`src/rtl/id_ex_stage.sv`:
```
// rtl/id_ex_stage.sv - decode-to-execute stage: operand bypass, operand select, two-entry skid buffer
module id_ex_stage #(
  parameter int XLEN      = 64,
  parameter int ALUOP_LEN = 5
) (
  input  logic                 clk,
  input  logic                 rst,
  input  logic                 flush_i,

  input  logic                 id_valid_i,
  output logic                 id_ready_o,
  input  logic [XLEN-1:0]      id_pc_i,
  input  logic [4:0]           id_rs1_idx_i,
  input  logic [4:0]           id_rs2_idx_i,
  input  logic [XLEN-1:0]      id_rs1_data_i,
  input  logic [XLEN-1:0]      id_rs2_data_i,
  input  logic [XLEN-1:0]      id_imm_i,
  input  logic [1:0]           id_src1_sel_i,
  input  logic [1:0]           id_src2_sel_i,
  input  logic [ALUOP_LEN-1:0] id_alu_op_i,
  input  logic [4:0]           id_rd_idx_i,
  input  logic                 id_rd_wen_i,
  input  logic                 id_is_branch_i,

  input  logic                 mem_fwd_valid_i,
  input  logic [4:0]           mem_fwd_rd_i,
  input  logic [XLEN-1:0]      mem_fwd_data_i,
  input  logic                 wb_fwd_valid_i,
  input  logic [4:0]           wb_fwd_rd_i,
  input  logic [XLEN-1:0]      wb_fwd_data_i,

  output logic                 ex_valid_o,
  input  logic                 ex_ready_i,
  output logic [XLEN-1:0]      ex_pc_o,
  output logic [XLEN-1:0]      alu_a_o,
  output logic [XLEN-1:0]      alu_b_o,
  output logic [ALUOP_LEN-1:0] alu_op_o,
  output logic [XLEN-1:0]      ex_rs2_data_o,
  output logic [XLEN-1:0]      ex_imm_o,
  output logic [4:0]           ex_rd_idx_o,
  output logic                 ex_rd_wen_o,
  output logic                 ex_is_branch_o
);

  // One captured micro-op: operands are already resolved and selected.
  typedef struct packed {
    logic [XLEN-1:0]      pc;
    logic [XLEN-1:0]      a;
    logic [XLEN-1:0]      b;
    logic [XLEN-1:0]      rs2;
    logic [XLEN-1:0]      imm;
    logic [ALUOP_LEN-1:0] op;
    logic [4:0]           rd;
    logic                 wen;
    logic                 br;
  } uop_t;

  // Occupancy: EMPTY = nothing held, ONE = main only, TWO = main + skid.
  typedef enum logic [1:0] {
    ST_EMPTY = 2'd0,
    ST_ONE   = 2'd1,
    ST_TWO   = 2'd2
  } state_t;

  state_t          state_q;
  state_t          state_d;
  logic            ready_q;
  logic            ready_d;

  logic [XLEN-1:0] rs1_fwd;
  logic [XLEN-1:0] rs2_fwd;
  uop_t            in_uop;
  uop_t            m_q;
  uop_t            s_q;

  logic            m_valid;
  logic            accept;
  logic            drain;
  logic            load_m_in;
  logic            load_m_skid;
  logic            load_s;

  assign m_valid = (state_q != ST_EMPTY);
  assign accept  = id_valid_i & ready_q;
  assign drain   = m_valid & ex_ready_i;

  // Bypass rs1: MEM beats WB beats regfile; x0 is never forwarded.
  always_comb begin
    rs1_fwd = id_rs1_data_i;
    if (id_rs1_idx_i != 5'd0 && mem_fwd_valid_i && mem_fwd_rd_i == id_rs1_idx_i) begin
      rs1_fwd = mem_fwd_data_i;
    end else if (id_rs1_idx_i != 5'd0 && wb_fwd_valid_i && wb_fwd_rd_i == id_rs1_idx_i) begin
      rs1_fwd = wb_fwd_data_i;
    end
  end

  // Bypass rs2 with the same priority; result also serves as store data.
  always_comb begin
    rs2_fwd = id_rs2_data_i;
    if (id_rs2_idx_i != 5'd0 && mem_fwd_valid_i && mem_fwd_rd_i == id_rs2_idx_i) begin
      rs2_fwd = mem_fwd_data_i;
    end else if (id_rs2_idx_i != 5'd0 && wb_fwd_valid_i && wb_fwd_rd_i == id_rs2_idx_i) begin
      rs2_fwd = wb_fwd_data_i;
    end
  end

  // Build the micro-op to capture, choosing ALU operands from the select codes.
  always_comb begin
    in_uop     = '0;
    in_uop.pc  = id_pc_i;
    in_uop.rs2 = rs2_fwd;
    in_uop.imm = id_imm_i;
    in_uop.op  = id_alu_op_i;
    in_uop.rd  = id_rd_idx_i;
    in_uop.wen = id_rd_wen_i;
    in_uop.br  = id_is_branch_i;
    case (id_src1_sel_i)
      2'd0:    in_uop.a = rs1_fwd;
      2'd1:    in_uop.a = id_pc_i;
      default: in_uop.a = '0;
    endcase
    case (id_src2_sel_i)
      2'd0:    in_uop.b = rs2_fwd;
      2'd1:    in_uop.b = id_imm_i;
      2'd2:    in_uop.b = XLEN'(4);
      default: in_uop.b = '0;
    endcase
  end

  // Occupancy state and registered ready; reset leaves the stage empty and ready.
  always_ff @(posedge clk) begin
    if (rst) begin
      state_q <= ST_EMPTY;
      ready_q <= 1'b1;
    end else begin
      state_q <= state_d;
      ready_q <= ready_d;
    end
  end

  // Next occupancy; flush empties both entries and drops the same-cycle accept.
  always_comb begin
    state_d = state_q;
    if (flush_i) begin
      state_d = ST_EMPTY;
    end else begin
      case (state_q)
        ST_EMPTY: if (accept) state_d = ST_ONE;
        ST_ONE: begin
          if (accept && !drain)      state_d = ST_TWO;
          else if (drain && !accept) state_d = ST_EMPTY;
        end
        ST_TWO:   if (drain) state_d = ST_ONE;
        default:  state_d = ST_EMPTY;
      endcase
    end
    // Ready is only withheld while the skid entry will be occupied.
    ready_d = (state_d != ST_TWO);
  end

  // Steer captures: into main when it is free or leaving, into skid when main is stuck.
  always_comb begin
    load_m_in   = 1'b0;
    load_m_skid = 1'b0;
    load_s      = 1'b0;
    if (!flush_i) begin
      case (state_q)
        ST_EMPTY: load_m_in = accept;
        ST_ONE: begin
          load_m_in = accept & drain;
          load_s    = accept & ~drain;
        end
        ST_TWO:   load_m_skid = drain;
        default: begin
          load_m_in   = 1'b0;
          load_m_skid = 1'b0;
          load_s      = 1'b0;
        end
      endcase
    end
  end

  // Main entry: older instruction, drives the ALU; holds unless it loads.
  always_ff @(posedge clk) begin
    if (rst) begin
      m_q <= '0;
    end else if (load_m_skid) begin
      m_q <= s_q;
    end else if (load_m_in) begin
      m_q <= in_uop;
    end
  end

  // Skid entry: catches the younger instruction while main is held.
  always_ff @(posedge clk) begin
    if (rst) begin
      s_q <= '0;
    end else if (load_s) begin
      s_q <= in_uop;
    end
  end

  assign id_ready_o     = ready_q;
  assign ex_valid_o     = m_valid;
  assign ex_pc_o        = m_q.pc;
  assign alu_a_o        = m_q.a;
  assign alu_b_o        = m_q.b;
  assign alu_op_o       = m_q.op;
  assign ex_rs2_data_o  = m_q.rs2;
  assign ex_imm_o       = m_q.imm;
  assign ex_rd_idx_o    = m_q.rd;
  assign ex_rd_wen_o    = m_q.wen;
  assign ex_is_branch_o = m_q.br;

endmodule

```
`config.mk`:
```
export PLATFORM = sky130hd
export DESIGN_NAME = id_ex_stage
export DESIGN_NICKNAME = d
export VERILOG_FILES = /design/src/rtl/id_ex_stage.sv
export SDC_FILE = /design/constraint.sdc
export NUM_CORES = 2
export LEC_CHECK = 0
export BUFFER_PORTS_ARGS = -buffer_cell sky130_fd_sc_hd__buf_2
export CAP_MARGIN = 5
export CORE_MARGIN = 1.5
export CORE_UTILIZATION = 38
export DETAILED_ROUTE_END_ITERATION = 7
export GPL_TIMING_DRIVEN = 0
export PLACE_DENSITY = 0.57
export REMOVE_ABC_BUFFERS = 1
export SYNTH_ARGS = -nofsm -noshare
export SYNTH_HDL_FRONTEND = slang
export SYNTH_SLANG_ARGS = --single-unit
```
`constraint.sdc`:
```
create_clock -name clk -period 3.5 [get_ports clk]
set_input_delay 0.35 -clock clk [delete_from_list [all_inputs] [get_ports clk]]
set_output_delay 0.35 -clock clk [all_outputs]
set_load 0.005 [all_outputs]
```
* Yosys cells after proc, flatten, opt, wreduce, memory -nomap -nowiden
Cells that the tools add are included.
** Storage, ports and cells
- Register bits :: 667
- Bits in latches :: 0
- Memory bits (writable) :: 0
- Memory bits (read-only) :: 0
- Bits of input ports :: 427
- Output and inout port bits :: 334
- Logic and storage cells :: 74
- Memories :: 0
** Cells by class
- Add/subtract/negate cells :: 0
- Multipliers :: 0
- Div/mod/pow operators :: 0
- Order comparisons :: 0
- Eq/ne operators :: 10
- Shifts and indexed selects :: 0
- Multiplexer cells :: 20
- Bitwise gates (word level) :: 5
- Reduce and logical (&&, ||, !) cells :: 19
** Operators with widths (count)
- 332-bit two-way mux :: 2
- 64-bit two-way mux :: 4
- 64-bit one-hot mux with 3 select lines :: 1
- 64-bit one-hot mux with 2 select lines :: 1
- 5-bit == test :: 4
- 1-bit logical AND :: 10
- 2-bit two-way mux :: 5
- 5-bit nonzero test :: 2
- 2-bit by 1-bit == test with 1-bit output, second input constant :: 3
- 2-bit zero test :: 3
- 2-bit one-hot mux with 3 select lines :: 1
- 1-bit two-way mux :: 5
- 1-bit bitwise AND :: 4
- 2-bit == test, second input constant :: 2
- 2-bit nonzero test :: 2
- 1-bit zero test :: 2
- 2-bit != test, second input constant :: 1
- 1-bit one-hot mux with 2 select lines :: 1
- 1-bit inverter :: 1

* Depth between registers and ports, before layout
- Depth after elaboration :: 8
- Gate-level depth with buffers :: 9
- Depth with buffers taken out :: 5

* Least setup slack after synthesis
OpenSTA, ideal clock, no wires.
- Kind :: input to register
- Start point :: input id_rs1_idx_i[1]
- End point :: register m_q, in the netlist alu_a_o[18]
- Setup time :: 0.132 ns
- Data arrival time :: 1.957 ns
- Data required time :: 3.368 ns
- Setup slack :: 1.411 ns
- Stages on the path :: 8
- Buffers on the path :: 3
- Path through :: or4_1 > buf_2 > o211ai_4 > nor2_2 > buf_2 > buf_4 > o31ai_1 > a21oi_1
** On the way
- Word-level cells in the longest chain between the ends :: 8
- Elaborated cells on any way between the ends :: 12
- Those cells by class :: eq/ne: 2; mux: 5; reduce/logical: 5
** Ends and longest elaborated chain
- start, declared :: line 13 : input logic [4:0] id_rs1_idx_i,
- 5-bit nonzero test :: line 90, 92
- 1-bit logical AND (2 in a row) :: line 92 : end else if (id_rs1_idx_i != 5'd0 && wb_fwd_valid_i && wb_fwd_rd_i == id_rs1_idx_i) begin
- 64-bit two-way mux :: line 92
- 64-bit two-way mux * :: line 90 : if (id_rs1_idx_i != 5'd0 && mem_fwd_valid_i && mem_fwd_rd_i == id_rs1_idx_i) begin
- 64-bit one-hot mux with 2 select lines * :: line 117 : case (id_src1_sel_i)
- 332-bit two-way mux * :: line 189 : end else if (load_m_in) begin
- 332-bit two-way mux * :: line 187 : end else if (load_m_skid) begin
- end signal, assigned :: line 188 : m_q <= s_q;
- end signal, assigned :: line 190 : m_q <= in_uop;
- end, declared :: line 73 : uop_t m_q;
Every way passes the cells marked *; elsewhere a longest branch is shown, timed or not. The select of a mux whose other input is x is not followed.
A chain may end at the register's enable or synchronous reset.

* Worst setup path after layout
- Start point :: register state_q[0]
- End point :: register m_q, in the netlist alu_b_o[40]
** On the way
- Word-level cells in the longest chain between the ends :: 6
- Elaborated cells on any way between the ends :: 12
- Those cells by class :: eq/ne: 2; mux: 5; bitwise: 2; reduce/logical: 3
** Ends and longest elaborated chain
- start, declared :: line 65 : state_t state_q;
- start signal, assigned :: line 136 : state_q <= state_d;
- 2-bit nonzero test :: line 83 : assign m_valid = (state_q != ST_EMPTY);
- 1-bit bitwise AND :: line 85 : assign drain = m_valid & ex_ready_i;
- 1-bit bitwise AND :: line 170 : load_m_in = accept & drain;
- 1-bit one-hot mux with 2 select lines :: line 167 : case (state_q)
- 1-bit two-way mux :: line 166 : if (!flush_i) begin
- 2-bit nonzero test (no line)
Parallel ways exist; a longest one is shown, timed or not.

==> results.yml <==
setup_path:
  cp_slowest_cell: "nor2_4"
  path_common_cell: "buf_12"
  crit_type: "reg -> reg"
  critical-path-max-stage-delay_ps: 860
  crit_path_cell_trace: "nand2b_1 > and2_1 > nor2_4 > buf_12 > buf_12 > a222oi_1 > a21oi_1"
  cp_data_arrival_time_ps: 3910
  r2r_end: "alu_b_o[40]"
  startpoint_type: "register"
  critPathCaptureType: "register"
  rrSetupSlack_ps: 150
  crit_required_ps: 4060
  reg2reg_depth: 7
  r2r_start: "state_q[0]"
  crit_fanout: 31
logic_synthesis:
  synth_seq_area_share_pct: 40.3
  async_reset_ff_share_pct: 0
  yosysMostFrequentCell: "dfxtp_1"
  synth_ff_type: "dfxtp_1"
  netlist_instances: 4244
  synth_top_area_cell: "dfxtp_1"
  syn_area_sq_um: 33100
  synthTopCellsByArea: "dfxtp_1, a21oi_1, nor2_1, o31ai_1, a31oi_1"
  synth-edff-count: 0
  ys_types: 48
  synth_common_cells: "dfxtp_1, a21oi_1, nor2_1, clkbuf_1, nand2_1"
  synth_warnings: 0
  syn_area_per_cell_sq_um: 7.80
  ys_ff_latch: 667
  synth_top_area_share_pct: 40.3
timing:
  slew_headroom_pct: 25.1
  hold_viol_final: 0
  min_period_over_period_pct: 95.8
  final.min_clock_period_ps: 3350
  drv_slew: 0
  max_freq_mhz: 298
  fin_worst_skew_ps: 20.6
  setup_slack_ps: 148
  whs_ps: 63.7
  rsz0062_at_grt: "false"
  tightest_slew_ps: 1120
  report.final.setup_viol: 0
clock_network:
  cts.sinks: 667
  clkTransAtPathRegs_ps: 60
  clk_path_buf_depth: 3
  numCtsBuffers: 80
  worst_skew_pair.late_latency_ps: 670
  root_buffer: "clkbuf_16"
  tritoncts: "yes"
  cts-htree-levels: 3
placed_design:
  preCtsSetupSlack_ps: -755
  dp_cells: 5823
  place.gp.congestion: 0.827
  io_buffers: 760
  hpwl_microns: 99100
floorplanning:
  core_sq_um: 86500
  dieArea_sq_um: 88900
  initial_utilization_pct: 38.3
  chipWidth_microns: 298
  die_y_microns: 298
  io-pin-count: 761
  rows: 108
power_and_ir_drop:
  total_leakage_power_nw: 18.2
  p_per_area_nw_per_um2: 444
  vdd_drop_max_uv: 432
  total_power_mw: 19.2
route:
  vias_per_cell: 6.10
  drtIter0Drc: 4170
  vias: 37700
  detail-route-antenna-nets: 0
  drc: 0
  drt-total-wl_microns: 150000
  routedWlPerCell_microns: 24.3
  firstDrtPassIters: 6
grt:
  antenna_found_initial: 65
  grt_pass1_vias: 35600
  grt.total_usage_pct: 32.2
  overflow: 0
  grt_max_degree: 140
  grt_pass1_wl_microns: 225000
layout:
  fin_cells: 6178
  multi_input_area_sq_um: 17700
  layout-drive-gt1-share_pct: 22.7
  fin_nets: 5330
  syn_to_final_growth_pct: 30.8
  fill_cells: 8384
  regArea_sq_um: 13400
hold_path:
  hold_path.class: "in -> reg"
  min-delay-start: "id_imm_i[27]"
  holdPathEnd: "s_q[39]"
  hold_path_depth: 3
run:
  maxCapViolCount: 0
run_status:
  outcome: "finished clean"
-- where the power goes --
part           total, mW  switching (mW)  internal [mW]
combinational       2.76            1.74           1.02
clock               8.51            3.56           4.95
sequential          7.96           0.121           7.84
-- state kept, by name (all words and copies together), names as in the netlist --
name and flops:
alu_a_o 64, alu_b_o 64, alu_op_o 5, ex_imm_o 64, ex_is_branch_o 1, ex_pc_o 64
ex_rd_idx_o 5, ex_rd_wen_o 1, ex_rs2_data_o 64, id_ready_o 1, s_q 332, state_q 2
-- cells in the final DEF, fill, tap and decap left out, types with 64 or more instances in the layout --
cell type,n
nand2_1,374
o311ai_1,127
nand3_1,64
a22oi_1,75
buf_2,758
clkbuf_16,81
a31oi_1,256
o21ai_0,102
a21oi_1,645
dfxtp_1,667
dlygate4sd3_1,141
and3_1,128
nor4_1,129
o31ai_1,219
inv_1,66
nor2_1,499
-- through the flow --
stage,utilization [%],TNS [ps],instance area (sq um)
6_report,50.0,0,43300
2_1_floorplan,-,-8460850,31100
3_5_place_dp,45.0,-155230,38900
4_1_cts,49.8,-9.15,43000
5_1_grt,50.0,0,43300
3_3_place_gp,42.0,-,36300
-- worst max-delay path by stage --
stage / start / end / slack, ps / depth (start not counted)
4_1_cts: state_q[1] / alu_a_o[12] / -9 / 9
2_1_floorplan: state_q[1] / alu_b_o[0] / -29700 / 4
3_3_place_gp: state_q[1] / alu_b_o[17] / -123840 / 4
3_5_place_dp: flush_i / alu_a_o[12] / -750 / 10
6_report: state_q[0] / alu_b_o[40] / 150 / 7
5_1_grt: ex_ready_i / ex_pc_o[13] / 5 / 10
-- layout make-up --
| class | count | share of cell area [%] |
|---|---|---|
| repair buffers | 1052 | 17.9 |
| well taps | 1155 | 3.34 |
| clock buffers | 122 | 5.62 |
| multi-input cells | 3036 | 40.9 |
| diodes | 55 | 0.318 |
| inverters | 66 | 0.572 |
| clock inverters | 25 | 0.541 |
| flip-flops and latches | 667 | 30.9 |
-- what timing repair did --
item	CTS	global route
pin swaps	1	3
endpoints found under the setup margin	262	171
buffers inserted	0	11
endpoints found under the hold margin	311	0
resized for setup	2	1
hold buffers	141	0
-- cells by family (layout without fill, tap and decap cells) --
kind of cell / Yosys count / count (layout) / synth area share, %
buffers and inverters: 541 / 1265 / 6.82
xor gates and xnor gates: 21 / 21 / 0.556
DFF: 667 / 667 / 40.3
and+or+nand+nor: 1245 / 1245 / 16.9
other: 0 / 55 / 0
AOI/OAI and AO/OA: 1770 / 1770 / 35.4
-- worst max-delay path, delay by kind of cell (launching register included) --
kind,cells,cell delay [ps]
AO/OA/AOI/OAI,2,280
flip-flops,1,460
buffers and inverters,2,540
AND/OR/NAND/NOR,3,1930
-- per-layer routing --
layer  up-vias  wire length, microns  track usage (%)  share of wire (%)
met4        28                  7200             17.3                4.8
li1      17200                     -                -                  -
met5         -                   177                0               0.12
met2      2018                 69800             51.8                 46
met3       384                 13700             7.45                9.1
met1     18000                 59300             39.8                 39
(Power assumes the default switching activity.)
